### src/rtl/sdram_host_bridge.sv
// sdram_host_bridge: host request FIFO and single-command issue FSM in front
// of sdram_controller. Optional issue watchdog enabled by SDRAM_BRIDGE_TIMEOUT_EN.
module sdram_host_bridge #(
  parameter int HADDR_WIDTH    = 24,
  parameter int FIFO_DEPTH     = 4,
  parameter int FIFO_AW        = 2,
  parameter int TIMEOUT_CYCLES = 255
) (
  input  logic                   clk,
  input  logic                   rst,
  input  logic                   req_valid,
  output logic                   req_ready,
  input  logic                   req_we,
  input  logic [HADDR_WIDTH-1:0] req_addr,
  input  logic [15:0]            req_wdata,
  output logic                   rsp_valid,
  output logic                   rsp_we,
  output logic [15:0]            rsp_rdata,
  output logic                   rsp_err,
  output logic [FIFO_AW:0]       fifo_level,
  output logic [HADDR_WIDTH-1:0] haddr,
  output logic [15:0]            data_input,
  output logic                   rd_enable,
  output logic                   wr_enable,
  input  logic                   busy,
  input  logic [15:0]            data_output
);

  typedef enum logic [1:0] {S_IDLE, S_ISSUE, S_WAIT} state_t;

  localparam int EW = 1 + HADDR_WIDTH + 16;

  state_t state, next_state;

  logic [EW-1:0]      fifo_mem [FIFO_DEPTH];
  logic [FIFO_AW-1:0] wr_ptr, rd_ptr;
  logic [FIFO_AW:0]   count;
  logic               full, empty, push, pop;
  logic               done, tmo_fire;
  logic               cur_we;
  logic [EW-1:0]      head;

  assign full       = (count == (FIFO_AW+1)'(FIFO_DEPTH));
  assign empty      = (count == '0);
  assign req_ready  = !full;
  assign push       = req_valid && !full;
  assign fifo_level = count;
  assign head       = fifo_mem[rd_ptr];

  // Queue storage; no reset needed, validity tracked by count
  always_ff @(posedge clk) begin
    if (push) fifo_mem[wr_ptr] <= {req_we, req_addr, req_wdata};
  end

  // Queue pointers and occupancy
  always_ff @(posedge clk or posedge rst) begin
    if (rst) begin
      wr_ptr <= '0;
      rd_ptr <= '0;
      count  <= '0;
    end else begin
      if (push) wr_ptr <= wr_ptr + FIFO_AW'(1);
      if (pop)  rd_ptr <= rd_ptr + FIFO_AW'(1);
      case ({push, pop})
        2'b10:   count <= count + (FIFO_AW+1)'(1);
        2'b01:   count <= count - (FIFO_AW+1)'(1);
        default: count <= count;
      endcase
    end
  end

`ifdef SDRAM_BRIDGE_TIMEOUT_EN
  localparam int TW = ($clog2(TIMEOUT_CYCLES+1) > 8) ? $clog2(TIMEOUT_CYCLES+1) : 8;
  logic [TW-1:0] tmo_cnt;

  // Watchdog counts cycles spent in S_ISSUE, cleared when a new command is popped
  always_ff @(posedge clk or posedge rst) begin
    if (rst)                   tmo_cnt <= '0;
    else if (pop)              tmo_cnt <= '0;
    else if (state == S_ISSUE) tmo_cnt <= tmo_cnt + TW'(1);
  end

  assign tmo_fire = (state == S_ISSUE) && !busy && (tmo_cnt == TW'(TIMEOUT_CYCLES-1));
`else
  assign tmo_fire = 1'b0;
  assign rsp_err  = 1'b0;
`endif

  // State register
  always_ff @(posedge clk or posedge rst) begin
    if (rst) state <= S_IDLE;
    else     state <= next_state;
  end

  // Next-state and control strobes
  always_comb begin
    next_state = state;
    pop        = 1'b0;
    done       = 1'b0;
    case (state)
      S_IDLE: begin
        if (!empty) begin
          pop        = 1'b1;
          next_state = S_ISSUE;
        end
      end
      S_ISSUE: begin
        if (busy)          next_state = S_WAIT;
        else if (tmo_fire) next_state = S_IDLE;
      end
      S_WAIT: begin
        if (!busy) begin
          done       = 1'b1;
          next_state = S_IDLE;
        end
      end
      default: next_state = S_IDLE;
    endcase
  end

  // Command and response registers
  always_ff @(posedge clk or posedge rst) begin
    if (rst) begin
      haddr      <= '0;
      data_input <= '0;
      rd_enable  <= 1'b0;
      wr_enable  <= 1'b0;
      cur_we     <= 1'b0;
      rsp_valid  <= 1'b0;
      rsp_we     <= 1'b0;
      rsp_rdata  <= '0;
`ifdef SDRAM_BRIDGE_TIMEOUT_EN
      rsp_err    <= 1'b0;
`endif
    end else begin
      rsp_valid <= 1'b0;
`ifdef SDRAM_BRIDGE_TIMEOUT_EN
      rsp_err   <= 1'b0;
`endif
      if (pop) begin
        cur_we     <= head[EW-1];
        haddr      <= head[EW-2:16];
        data_input <= head[15:0];
        wr_enable  <= head[EW-1];
        rd_enable  <= !head[EW-1];
      end
      // Enable stays up through controller INIT/REFRESH; only busy or the watchdog drops it
      if ((state == S_ISSUE) && (busy || tmo_fire)) begin
        rd_enable <= 1'b0;
        wr_enable <= 1'b0;
      end
      if (tmo_fire) begin
        rsp_valid <= 1'b1;
        rsp_we    <= cur_we;
`ifdef SDRAM_BRIDGE_TIMEOUT_EN
        rsp_err   <= 1'b1;
`endif
      end
      if (done) begin
        rsp_valid <= 1'b1;
        rsp_we    <= cur_we;
        if (!cur_we) rsp_rdata <= data_output;
      end
    end
  end

endmodule

### config.mk
export PLATFORM = sky130hd
export DESIGN_NAME = sdram_host_bridge
export DESIGN_NICKNAME = d
export VERILOG_FILES = /design/src/rtl/sdram_host_bridge.sv
export SDC_FILE = /design/constraint.sdc
export NUM_CORES = 1
export LEC_CHECK = 0
export ABC_AREA = 1
export CORE_MARGIN = 8
export CORE_UTILIZATION = 50
export DETAILED_ROUTE_END_ITERATION = 6
export GPL_ROUTABILITY_DRIVEN = 0
export PLACE_DENSITY_LB_ADDON = 0.05
export SLEW_MARGIN = 20
export SYNTH_ARGS = -nofsm -noshare
export SYNTH_HDL_FRONTEND = slang
export SYNTH_SLANG_ARGS = --single-unit
### constraint.sdc
create_clock -name clk -period 4.2 [get_ports clk]
set_clock_uncertainty 0.15 [all_clocks]
set_input_delay 0.42 -clock clk [delete_from_list [all_inputs] [get_ports clk]]
set_output_delay 0.42 -clock clk [all_outputs]
set_load 0.02 [all_outputs]
==> impl_metrics.toml <==
[finish]
layout-drive-gt1-share_pct = 6.26
layout.nets = 944
final_cells = 1124
num_antenna_cells = 0
syn_to_final_growth_pct = 23.8
stdcell_area_sq_um = 11200
postLayoutCoreUtil_pct = 62.5
filler_cell_count = 1390

[routing]
via_per_inst = 5.10
drc = 0
drt_iter0_drc = 334
first_pass_iters = 4
wirelength_microns = 19400
drtAntennaViolNets = 0
wire_per_inst_microns = 17.3
vias = 5728

[cts]
htree_levels = 1
clkSinkCount = 234
clkSlewWorstSetupHoldPaths_ps = 60
cts_root_buf = "clkbuf_16"
clkLatencyLatePin_ps = 500
cts_made_buffers = 24
tritoncts = "yes"
cts-resized-gates = 0
cts_buffer_depth = 3
cts_setup_buffers = 0
cts_hold_buf = 0

[pwr]
p_int_mw = 5.48
p_comb_share_pct = 36.9
pwr-share-clk_pct = 23.2
power_switching_mw = 3.11
leakagePower_nw = 4.49
swShare_pct = 36.2
power_frac_seq_pct = 39.9
p_per_area_nw_per_um2 = 770
ir_drop_mv = 0.540

[synth]
synth_area_leader_cell = "edfxtp_1"
synth_area_leaders = "edfxtp_1 55%, dfrtp_1 19%, nand2_1 13%"
synthFlopType = "edfxtp_1"
synth-compound-area-share_pct = 0.528
postSynthAreaPerCell_sq_um = 11.9
synthesis.nets = 824
ys_ff_latch = 234
synth_cells = 757
ys_types = 25
syn-cell-area_sq_um = 9000
synth_commonest_cells = "302 x nand2_1, 164 x edfxtp_1, 123 x nand3_1"
synthMuxAreaShare_pct = 0
synth_edf_count = 164
synth-async-reset-ratio_pct = 29.9
synthAdderAreaFrac_pct = 0.917
synth_top_family_by_area = "simple AND/OR/NAND/NOR gates"
yosys.area_share.simple_pct = 20.4
synth-seq-area-share_pct = 74.1
synth-xor-area-share_pct = 0.389
ys_warn_count = 0
synth_most_common_cell = "nand2_1"
yosys.area.top_type_share_pct = 54.7

[grt]
grt.overflow.total = 0
grt_use_total_pct = 17.5
grt_max_degree = 84
antenna_found_initial = 0
grt_pass1_wl_microns = 31300
grt_pass1_vias = 5892

[sta]
tightestPinTransition_ps = 906
slew_headroom_pct = 39.5
fin_crit_ps = 2950
fin_crit_sh_pct = 70.3
setup-violations-final = 0
rsz0062_at_grt = "false"
hold_viol_final = 0
report.final.slew_viol_count = 0
clock.fmax_mhz = 339
tns_ps = 0

[critical_path]
worstPathArrival_ps = 3220
startpoint_type = "register"
cp_max_fo = 46
cpPeakStageDelay_ps = 530
worst_setup_path_end_kind = "register"
criticalPathCategory = "register to register"
cp_cell_sequence = "nor2_1 -> nand2_4 -> inv_4 -> ha_1 -> inv_1 -> fa_1 -> or2_2 -> nand2_1 -> xor2_1"
crit_required_ps = 4470
slowest_stage = "inv_4"

[floorplan]
core_area_sq_um = 17800
initial_utilization_pct = 50.5
die_h_microns = 150
die_area_sq_um = 22600
rows = 49
io_pins = 126
die_x_microns = 150

[placed_design]
hpwlAfterDp_microns = 11700
dp.cells = 1080
dpl-instance-area_sq_um = 10400
numPortBuffers = 124

[outcome]
status = "finished, final reports clean"

[run]
drv_cap = 0

[min_path]
min_path_type = "input pin to asynchronous set/reset pin"
==> cell usage in the layout, fill, tap and decap left out, types with 3 or more instances in the layout <==
cell and count:
nand2_1 302, edfxtp_1 164, clkdlybuf4s50_1 124, nand3_1 123, dfrtp_1 68, clkbuf_16 25, inv_1 20, clkbuf_1 8
buf_4 8, nor2_4 5, ha_1 5, clkinv_1 5, a21oi_1 4, nor2_1 4, o21ai_0 4, inv_4 3
xor2_1 3, clkinv_2 3
==> area by class of cell <==
cell class	count	area (sq um)	share of cell area (%)
sequential	234	6680	59.9
multi-input combinational	460	2040	18.3
timing repair buffer	132	1300	11.7
clock buffer	34	669	6.00
tap	229	287	2.57
inverter	25	103	0.920
clock inverter	10	73.8	0.662
==> power groups by stage <==
stage	combinational [mW]	sequential, mW	clock [mW]
6_report	3.17	3.43	1.99
5_1_grt	3.53	3.50	2.13
4_1_cts	3.24	3.44	2.03
3_5_place_dp	3.23	3.48	0
3_3_place_gp	3.17	3.45	0
2_1_floorplan	1.66	3.82	0
==> cells by family after synthesis <==
| family | after synthesis |
|---|---|
| fa+ha+maj | 6 |
| other cells | 1 |
| buf+inv | 63 |
| xor+xnor | 4 |
| compound gates | 9 |
| flops | 234 |
| simple gates | 440 |
==> routing by layer <==
metal  track usage, %  routed length [microns]  vias to the layer above  share of wire (%)
li1                 -                        -                     2785                  -
met1             22.2                     8540                     2768                 44
met2             30.6                     9470                      155                 49
met3             3.37                     1160                       20                6.0
met4             3.60                      221                        0                1.1
met5                0                        0                        -                  0
==> final timing paths <==
| path | start | slack (ps) | cells past startpoint | end |
|---|---|---|---|---|
| worst max register to register | state[1] | 1250 | 9 | fifo_level[2] |
| worst min-delay path | rst | 270 | 2 | haddr[3] |
| worst min register to register | haddr[2] | 330 | 2 | haddr[2] |
| min in group clk | data_output[14] | 320 | 3 | rsp_rdata[14] |
| worst max-delay path | state[1] | 1250 | 9 | fifo_level[2] |
| max in group asynchronous | rst | 2930 | 3 | data_input[3] |
==> state kept, by name, indices dropped and copies added (netlist names) <==
name,flops
cur_we,1
data_input,16
fifo_level,3
fifo_mem,164
haddr,24
rd_enable,1
rd_ptr,2
rsp_rdata,16
rsp_valid,1
rsp_we,1
state,2
wr_enable,1
wr_ptr,2
==> stage by stage <==
| step | power [mW] | setup WS [ps] | hold WS (ps) |
|---|---|---|---|
| finish | 8.59 | 1250 | 267 |
| CTS | 8.71 | 1160 | 294 |
| global placement | 6.62 | 1240 | 314 |
| floorplan | 5.48 | 953 | 344 |
| detailed placement | 6.70 | 1180 | 315 |
| global route | 9.17 | 1010 | 307 |
==> worst max-delay path, delay by kind of cell, from the launching register on <==
kind,cells,cell delay (ps)
buffers and inverters,2,600
flip-flops,1,400
AND/OR/NAND/NOR,4,950
adder cells (fa/ha/maj),2,610
XOR/XNOR,1,150
Power figures use the tool's default switching activity.
